==> config.mk <==
export PLATFORM = sky130hd
export DESIGN_NAME = ecc_mul_arbiter_flat
export DESIGN_NICKNAME = d
export VERILOG_FILES = /design/src/rtl/ecc_mul_pkg.sv /design/src/rtl/ecc_mul_arbiter_if.sv /design/src/rtl/ecc_mul_arbiter_rr_arbiter.sv /design/src/rtl/ecc_mul_arbiter.sv /design/src/flat_wrapper.sv
export SDC_FILE = /design/constraint.sdc
export NUM_CORES = 1
export LEC_CHECK = 0
export ABC_AREA = 0
export CAP_MARGIN = 15
export CORE_AREA = 2 2 180 182
export DETAILED_ROUTE_END_ITERATION = 10
export DIE_AREA = 0 0 182 184
export DONT_BUFFER_PORTS = 1
export PLACE_DENSITY = 0.45
export RECOVER_POWER = 50
export SYNTH_ARGS = -nofsm -noshare
export SYNTH_HDL_FRONTEND = slang
export SYNTH_SLANG_ARGS = --single-unit
==> constraint.sdc <==
create_clock -name clk -period 3 [get_ports clk]
set_input_delay 0.3 -clock clk [delete_from_list [all_inputs] [get_ports clk]]
set_output_delay 0.3 -clock clk [all_outputs]
set_load 0.1 [all_outputs]
==> src/rtl/ecc_mul_pkg.sv <==
// Shared widths and types for the ECC multiplier sharing logic.
// Limb geometry is fixed here so requesters, arbiter and datapath agree.
package ecc_mul_pkg;

   localparam int LIMBS     = 5;
   localparam int LW        = 8;
   localparam int NLIMB_OUT = 2*LIMBS-1;
   localparam int OPW       = LIMBS*LW;
   localparam int RESW      = NLIMB_OUT*LW;
   localparam int MAX_NREQ  = 4;
   localparam int IDW       = $clog2(MAX_NREQ);

   typedef logic [OPW-1:0]  operand_t;
   typedef logic [RESW-1:0] result_t;

   // One slot of the in-flight tracker; id is sized for the largest requester count.
   typedef struct packed {
      logic           valid;
      logic [IDW-1:0] id;
   } pipe_entry_t;

endpackage

==> src/rtl/ecc_mul_arbiter_if.sv <==
// Requester-side request/response bundle of the shared multiplier.
// master = the arithmetic controllers, slave = the arbiter.
interface ecc_mul_arbiter_if #(parameter int NREQ = 2);
   import ecc_mul_pkg::*;

   logic [NREQ-1:0]      req_valid;
   logic [NREQ-1:0]      req_ready;
   logic [NREQ*OPW-1:0]  req_a;
   logic [NREQ*OPW-1:0]  req_b;
   logic [NREQ-1:0]      rsp_valid;
   logic [NREQ-1:0]      rsp_ready;
   logic [NREQ*RESW-1:0] rsp_s;

   modport master (
      output req_valid, req_a, req_b, rsp_ready,
      input  req_ready, rsp_valid, rsp_s
   );

   modport slave (
      input  req_valid, req_a, req_b, rsp_ready,
      output req_ready, rsp_valid, rsp_s
   );

endinterface

==> src/rtl/ecc_mul_arbiter_rr_arbiter.sv <==
// Combinational round-robin picker: first eligible index at or above ptr, wrapping.
// Reusable by any controller that shares a single resource.
module rr_arbiter #(
   parameter int N = 2,
   localparam int IW = (N > 1) ? $clog2(N) : 1
) (
   input  logic [N-1:0]  eligible,
   input  logic [IW-1:0] ptr,
   output logic [N-1:0]  grant,
   output logic [IW-1:0] grant_idx,
   output logic          any
);

   always_comb begin
      logic [IW-1:0] sel;
      grant     = '0;
      grant_idx = '0;
      any       = 1'b0;
      sel       = '0;
      for (int off = 0; off < N; off++) begin
         sel = IW'((int'(ptr) + off) % N);
         if (!any && eligible[sel]) begin
            grant[sel] = 1'b1;
            grant_idx  = sel;
            any        = 1'b1;
         end
      end
   end

endmodule

==> src/rtl/ecc_mul_arbiter.sv <==
// Shares one registered partial-product multiplier stage between NREQ requesters,
// tracking in-flight operations and buffering each result per requester.
module ecc_mul_arbiter
   import ecc_mul_pkg::*;
#(
   parameter int NREQ = 2,
   parameter int LAT  = 1
) (
   input  logic     clk,
   input  logic     reset,
   ecc_mul_arbiter_if.slave bus,
   output operand_t dp_a,
   output operand_t dp_b,
   input  result_t  dp_s,
   output logic     busy
);

   localparam int PW = $clog2(NREQ);

   logic [NREQ-1:0]      pending_q, pending_d;
   logic [PW-1:0]        rr_ptr_q, rr_ptr_d;
   operand_t             dp_a_q, dp_a_d;
   operand_t             dp_b_q, dp_b_d;
   logic [NREQ-1:0]      rsp_valid_q, rsp_valid_d;
   logic [NREQ*RESW-1:0] rsp_s_q, rsp_s_d;
   pipe_entry_t          pipe_q [LAT+1];
   pipe_entry_t          pipe_d [LAT+1];

   logic [NREQ-1:0] eligible;
   logic [NREQ-1:0] grant;
   logic [PW-1:0]   grant_idx;
   logic            grant_any;

   // A requester with an unconsumed result stays out of arbitration, which also
   // keeps rsp_ready off the req_ready path.
   assign eligible = bus.req_valid & ~pending_q;

   rr_arbiter #(.N(NREQ)) u_rr (
      .eligible  (eligible),
      .ptr       (rr_ptr_q),
      .grant     (grant),
      .grant_idx (grant_idx),
      .any       (grant_any)
   );

   always_comb begin
      pending_d   = pending_q;
      rr_ptr_d    = rr_ptr_q;
      dp_a_d      = dp_a_q;
      dp_b_d      = dp_b_q;
      rsp_valid_d = rsp_valid_q;
      rsp_s_d     = rsp_s_q;

      pipe_d[0].valid = grant_any;
      pipe_d[0].id    = IDW'(grant_idx);
      for (int k = 1; k <= LAT; k++) begin
         pipe_d[k] = pipe_q[k-1];
      end

      if (grant_any) begin
         rr_ptr_d  = PW'((int'(grant_idx) + 1) % NREQ);
         pending_d = pending_q | grant;
      end
      for (int i = 0; i < NREQ; i++) begin
         if (grant[i]) begin
            dp_a_d = bus.req_a[i*OPW +: OPW];
            dp_b_d = bus.req_b[i*OPW +: OPW];
         end
      end

      for (int i = 0; i < NREQ; i++) begin
         if (rsp_valid_q[i] && bus.rsp_ready[i]) begin
            rsp_valid_d[i] = 1'b0;
            pending_d[i]   = 1'b0;
         end
      end

      // The entry leaving the last stage is the one whose result dp_s now holds.
      for (int i = 0; i < NREQ; i++) begin
         if (pipe_q[LAT].valid && pipe_q[LAT].id == IDW'(i)) begin
            rsp_valid_d[i]              = 1'b1;
            rsp_s_d[i*RESW +: RESW]     = dp_s;
         end
      end
   end

   always_ff @(posedge clk) begin
      if (reset) begin
         pending_q   <= '0;
         rr_ptr_q    <= '0;
         dp_a_q      <= '0;
         dp_b_q      <= '0;
         rsp_valid_q <= '0;
         rsp_s_q     <= '0;
         for (int k = 0; k <= LAT; k++) begin
            pipe_q[k] <= '0;
         end
      end else begin
         pending_q   <= pending_d;
         rr_ptr_q    <= rr_ptr_d;
         dp_a_q      <= dp_a_d;
         dp_b_q      <= dp_b_d;
         rsp_valid_q <= rsp_valid_d;
         rsp_s_q     <= rsp_s_d;
         pipe_q      <= pipe_d;
      end
   end

   assign bus.req_ready = grant;
   assign bus.rsp_valid = rsp_valid_q;
   assign bus.rsp_s     = rsp_s_q;
   assign dp_a          = dp_a_q;
   assign dp_b          = dp_b_q;
   assign busy          = |pending_q;

endmodule

==> src/flat_wrapper.sv <==
// flat-port wrapper written by rule: the top's interface ports become plain ports
module ecc_mul_arbiter_flat import ecc_mul_pkg::*;
#(
   parameter int NREQ = 2,
   parameter int LAT  = 1
)
  (clk, reset, dp_a, dp_b, dp_s, busy, bus_req_valid, bus_req_a, bus_req_b, bus_rsp_ready, bus_req_ready, bus_rsp_valid, bus_rsp_s);
  ecc_mul_arbiter_if #(.NREQ(NREQ)) bus_i ();
  input  logic clk;
  input  logic reset;
  output operand_t dp_a;
  output operand_t dp_b;
  input  result_t dp_s;
  output logic busy;
  input wire logic [$bits(bus_i.req_valid)-1:0] bus_req_valid;
  input wire logic [$bits(bus_i.req_a)-1:0] bus_req_a;
  input wire logic [$bits(bus_i.req_b)-1:0] bus_req_b;
  input wire logic [$bits(bus_i.rsp_ready)-1:0] bus_rsp_ready;
  output wire logic [$bits(bus_i.req_ready)-1:0] bus_req_ready;
  output wire logic [$bits(bus_i.rsp_valid)-1:0] bus_rsp_valid;
  output wire logic [$bits(bus_i.rsp_s)-1:0] bus_rsp_s;
  assign bus_i.req_valid = bus_req_valid;
  assign bus_i.req_a = bus_req_a;
  assign bus_i.req_b = bus_req_b;
  assign bus_i.rsp_ready = bus_rsp_ready;
  assign bus_req_ready = bus_i.req_ready;
  assign bus_rsp_valid = bus_i.rsp_valid;
  assign bus_rsp_s = bus_i.rsp_s;
  ecc_mul_arbiter #(.NREQ(NREQ), .LAT(LAT)) u_core (.clk(clk), .reset(reset), .bus(bus_i), .dp_a(dp_a), .dp_b(dp_b), .dp_s(dp_s), .busy(busy));
endmodule
# Word level (Yosys, flattened, before mapping)
# Cells that the tools add are included.
dict set report op_classes {
  order_cmp 4
  eq_ne 1
  muxes 22
  n_addsub 2
  bitwise 4
  n_reduce_logical 15
}
# op count
set op_table {}
lappend op_table {{$mux W40} 4}
lappend op_table {{$mux W1} 14}
lappend op_table {{$logic_and A1 B1 Y1} 7}
lappend op_table {{$reduce_bool A2 Y1} 3}
lappend op_table {{$reduce_or A2 Y1} 3}
lappend op_table {{$lt A1 B2 Y1 const B} 2}
lappend op_table {{$mux W2} 2}
lappend op_table {{$or A2 B2 Y2} 2}
lappend op_table {{$add A1 B1 Y1 const B} 2}
lappend op_table {{$and A2 B2 Y2} 1}
lappend op_table {{$demux W1 S1} 2}
lappend op_table {{$eq A2 B1 Y1 const B} 1}
lappend op_table {{$ge A1 B1 Y1 const B} 2}
lappend op_table {{$logic_not A2 Y1} 1}
lappend op_table {{$not A2 Y2} 1}
lappend op_table {{$logic_not A1 Y1} 1}
dict set report word_totals {
  output_inout_bits 229
  register_bits 235
  word_cells 62
}

# Logic depth before layout (Yosys ltp)
dict set report depth {
  word_depth 10
  mapped_depth 6
  ltp_nobuf 3
}

# Cells and area by module
# From an unflattened synthesis, not the netlist that was laid out.
dict set report unflattened {
  cells_unflattened 1006
  area_unflattened_um2 9417.8
}
# mod cells_per_inst instances area_per_inst_um2
set modules_own_cells {}
lappend modules_own_cells {ecc_mul_arbiter 1001 1 9385.3}
lappend modules_own_cells {rr_arbiter 5 1 32.5}

# Worst setup path before layout
# No wires, ideal clock.
dict set report synth_path {
  kind {flip-flop to output port}
  start {reg u_core.pending_q[0]}
  end {out bus_req_ready[0]}
  stages_incl_launch_ff 5
  setup_slack_ns 0.432
  required_ns 2.700
  t_arrival_ns 2.268
  path_cell_list {dfxtp_1 > nand2b_1 > buf_4 > buf_6 > a21oi_1}
}
dict set report synth_between {
  elab_chain_cells 8
  word_cells_on_any_way 12
  classes_between {mux: 7; bitwise: 3; reduce/logical: 2}
}
# element line_no
set synth_rtl {}
lappend synth_rtl {{start: declaration} ecc_mul_arbiter.sv:20} ;# logic [NREQ-1:0] pending_q, pending_d;
lappend synth_rtl {{start signal: assignment} ecc_mul_arbiter.sv:99} ;# pending_q <= pending_d;
lappend synth_rtl {{$not A2 Y2 *} ecc_mul_arbiter.sv:36} ;# assign eligible = bus.req_valid & ~pending_q;
lappend synth_rtl {{$and A2 B2 Y2 *} ecc_mul_arbiter.sv:36}
lappend synth_rtl {{$mux W1 (implied by the code) (2 in a row)} ecc_mul_arbiter_rr_arbiter.sv:22} ;# if (!any && eligible[sel]) begin
lappend synth_rtl {{$mux W1} ecc_mul_arbiter_rr_arbiter.sv:22}
lappend synth_rtl {{$logic_not A1 Y1} ecc_mul_arbiter_rr_arbiter.sv:22}
lappend synth_rtl {{$logic_and A1 B1 Y1} ecc_mul_arbiter_rr_arbiter.sv:22}
lappend synth_rtl {{$mux W2 *} ecc_mul_arbiter_rr_arbiter.sv:22}
lappend synth_rtl {{end: declaration} flat_wrapper.sv:19} ;# output wire logic [$bits(bus_i.req_ready)-1:0] bus_req_ready;
# Every way passes the cells marked *; elsewhere a longest branch is shown, timed or not. The select of a mux whose other input is x is not followed.

# Worst setup path after layout
dict set report layout_path {
  start {reg u_core.pending_q[1]}
  end {reg u_core.dp_b_q[1], in the netlist u_core.dp_b[1]}
}
dict set report layout_between {
  elab_chain_cells 9
  word_cells_on_any_way 14
  classes_between {mux: 8; bitwise: 3; reduce/logical: 3}
}
# element line_no
set layout_rtl {}
lappend layout_rtl {{$not A2 Y2 *} ecc_mul_arbiter.sv:36}
lappend layout_rtl {{$and A2 B2 Y2 *} ecc_mul_arbiter.sv:36}
lappend layout_rtl {{$mux W1 (implied by the code) (2 in a row)} ecc_mul_arbiter_rr_arbiter.sv:22}
lappend layout_rtl {{$mux W1} ecc_mul_arbiter_rr_arbiter.sv:22}
lappend layout_rtl {{$logic_not A1 Y1} ecc_mul_arbiter_rr_arbiter.sv:22}
lappend layout_rtl {{$logic_and A1 B1 Y1} ecc_mul_arbiter_rr_arbiter.sv:22}
lappend layout_rtl {{$mux W2 *} ecc_mul_arbiter_rr_arbiter.sv:22}
lappend layout_rtl {{$mux W40 or $reduce_bool A2 Y1 (tied branches)} --}
lappend layout_rtl {{end signal: assignment} ecc_mul_arbiter.sv:102} ;# dp_b_q <= dp_b_d;
lappend layout_rtl {{end: declaration} ecc_mul_arbiter.sv:23} ;# operand_t dp_b_q, dp_b_d;
# Marked as above.
# A chain may end at the register's enable or synchronous reset.

==> out/metrics.cfg <==
[synth]
syn_inst = 1131
synth_fp_nets = 1369
ys_ff_latch = 233
ys_types = 18
synthTopCellsByArea = dfxtp_1 51%, nand2_1 12%, nor3_1 8.8%
seq_area_frac_synth = 0.510
avgSynthCellArea_sq_um = 8.09
yosysTopAreaCellShare = 0.510
syn_area_sq_um = 9150
ys.flop_type = dfxtp_1
synth.largest_area_cell = dfxtp_1
ys_warn_count = 0
synth_async_sr_flop_share = 0
synth_edf_count = 0

[timing]
hold_violations = 0
clock_skew_ps = 21.8
fin_crit_sh = 0.862
rsz0062_at_grt = false
fin_crit_ps = 2590
layout_setup_ws_ps = 415
fmax_mhz = 387
setup_viol = 0
slew_viol_final = 0
max_slew_margin = 0.0666
finalSetupTns_ps = 0
worst_pin_slew_ps = 1400

[clock_network]
clk_pin_slew_ps = 60
clkSinkCount = 233
clk_path_buf_depth = 3
numCtsBuffers = 28
clk_latency_ps = 550
cts_resized = 0
cts_tree = built
cts_setup_buffers = 0
hold_buffers = 133
htree_levels = 1
cts_root_buf = clkbuf_16

[global_routing]
grt_busiest_layer = met2
use_met1 = 0.212
grt_max_degree = 157
grt_pass1_vias = 8521
antenna_found_initial = 0
grt_pass1_wl_mm = 50.8
grt-ovfl-total = 0
grt_use_met3 = 0.0717
track_usage = 0.191
use_met2 = 0.343

[placed_design]
preCtsSetupSlack_ps = 1040
dp.cells = 1463
gp_congestion = 0.794
numPortBuffers = 0
dpl_cell_area_sq_um = 9520
dp_hpwl_mm = 21.3

[power_and_ir_drop]
power.density_nw_per_um2 = 765
comb_power_share = 0.137
sw_frac_of_total = 0.373
clkPwrFrac = 0.366
seq_power_share = 0.497
switchingPower_uw = 3310
ir_worst_vdd_mv = 0.439
p_int_uw = 5560
p_leak_uw = 0.00394

[route]
drt-vias-per-instance = 5.28
drtIter0Drc = 491
ant_nets = 0
remaining_drc_errors = 0
post_drt_wl_per_cell_um = 20.9
num_vias = 8674
routed_wl_mm = 34.3
dr.pass1.iters = 6

[floorplan]
rows = 65
design.die.area_sq_um = 33500
ioPinCount = 467
die_w_um = 182
core_sq_um = 31400
die_h_um = 184
start_util = 0.291

[finish]
n_antenna_cell = 0
final_nets = 1462
stdcell_count = 1642
syn2layout_area_growth_pct = 26.8
post-route-util = 0.370
drive_above_1_share = 0.0573
fin_area_sq_um = 11600

[setup_path]
crit_arrival_ps = 3030
cp.required_ps = 3450
path_max_fanout = 32
crit_path_end_kind = flop
startpoint_type = flop
path_class = flop to flop

[min_path]
hold_path.class = input port to flop

[run]
maxCapViolCount = 0

[run_status]
status = finished clean

## worst paths after layout
path | start | endpoint | slack (ps) | cells after the start
worst max-delay path | u_core.pending_q[1]$_SDFFE_PP0P_ | u_core.dp_b[1]$_SDFFE_PP0P_ | 410 | 4
worst max register to register | u_core.pending_q[1]$_SDFFE_PP0P_ | u_core.dp_b[1]$_SDFFE_PP0P_ | 410 | 4
worst min register to register | u_core.pipe_d[0]$_SDFF_PP0_ | u_core.pipe_q[0]$_SDFF_PP0_ | 430 | 1
worst min-delay path | bus_req_b[65] | u_core.dp_b[25]$_SDFFE_PP0P_ | 40 | 2
## power by group through the flow
stage               logic, uW  clock network, uW  registers [uW]
floorplan                 624                  0            4700
global placement         1040                  0            4480
detailed placement       1050                  0            4480
CTS                      1250               3350            4410
global route             1300               3460            4430
finish                   1210               3250            4410
## Yosys cell counts, drive strengths merged, types with 2 or more instances
library cell	count
nor2b	5
nand2b	5
nor4	80
a21oi	150
o21a	2
nor2	2
a211oi	81
dfxtp	233
buf	88
nand2	289
nor3	161
clkbuf	32
## layout by cell type, fill, tap and decap left out
master         Yosys  routed
nand2_1          289     289
dfxtp_1          233     232
nor3_1           161     161
a21oi_1          150     149
dlygate4sd3_1      0     132
a211oi_1          81      81
nor4_1            80      80
clkbuf_1          32      37
clkbuf_16          0      28
buf_4             11      14
clkbuf_8           0       5
buf_12             0       4
nor2b_4            0       3
nand2b_1           5       3
o21a_1             2       2
nor2b_1            5       2
clkinvlp_4         0       2
clkinv_2           0       2
nand2b_2           0       1
nor3b_4            0       1
nor2_2             0       1
nand2b_4           0       1
a21oi_2            0       1
or2_2              1       1
and2_2             0       1
nor2_1             2       1
dfxtp_2            0       1
clkinv_8           0       1
clkinv_4           0       1
bufinv_16          0       1
buf_16             0       1
buf_2             59       1
## cells by family after synthesis
family                 share of synthesized area
buffers and inverters                     0.0684
AO/OA/AOI/OAI                              0.150
flip-flops                                 0.510
AND/OR/NAND/NOR                            0.272
## flip-flops by register name (all words and copies together) (netlist names), named ones only
signal,count
u_core.bus.rsp_s,144
u_core.bus.rsp_valid,2
u_core.dp_a,40
u_core.dp_b,40
u_core.pending_q,2
u_core.pipe_d,2
u_core.pipe_q,2
## metal layers
layer,share of wire,up-vias
met5,0,-
met4,0.030,0
met3,0.10,54
met2,0.50,381
met1,0.37,4087
li1,-,4152
## per-stage QoR
| step | power [uW] | hold slack [ps] |
|---|---|---|
| after floorplan | 5320 | 414 |
| after global placement | 5520 | 396 |
| after detailed placement | 5520 | 396 |
| after CTS | 9010 | 14.6 |
| after global routing | 9190 | 33.1 |
| final | 8880 | 35.8 |
## critical path, stage by stage (launching register included)
cell	delay, ps
dfxtp_1	400
nand2b_2	600
clkbuf_1	1050
nor3_1	150
nor4_1	270
## final cells by class
type	instances	area (sq um)
repair buffers	183	1660
well taps	402	503
multi-input cells	778	3910
clock inverters	7	80.1
clock buffers	39	792
fillers	3293	19800
flip-flops and latches	233	4670
No activity file was read; power rests on OpenSTA's default activity.
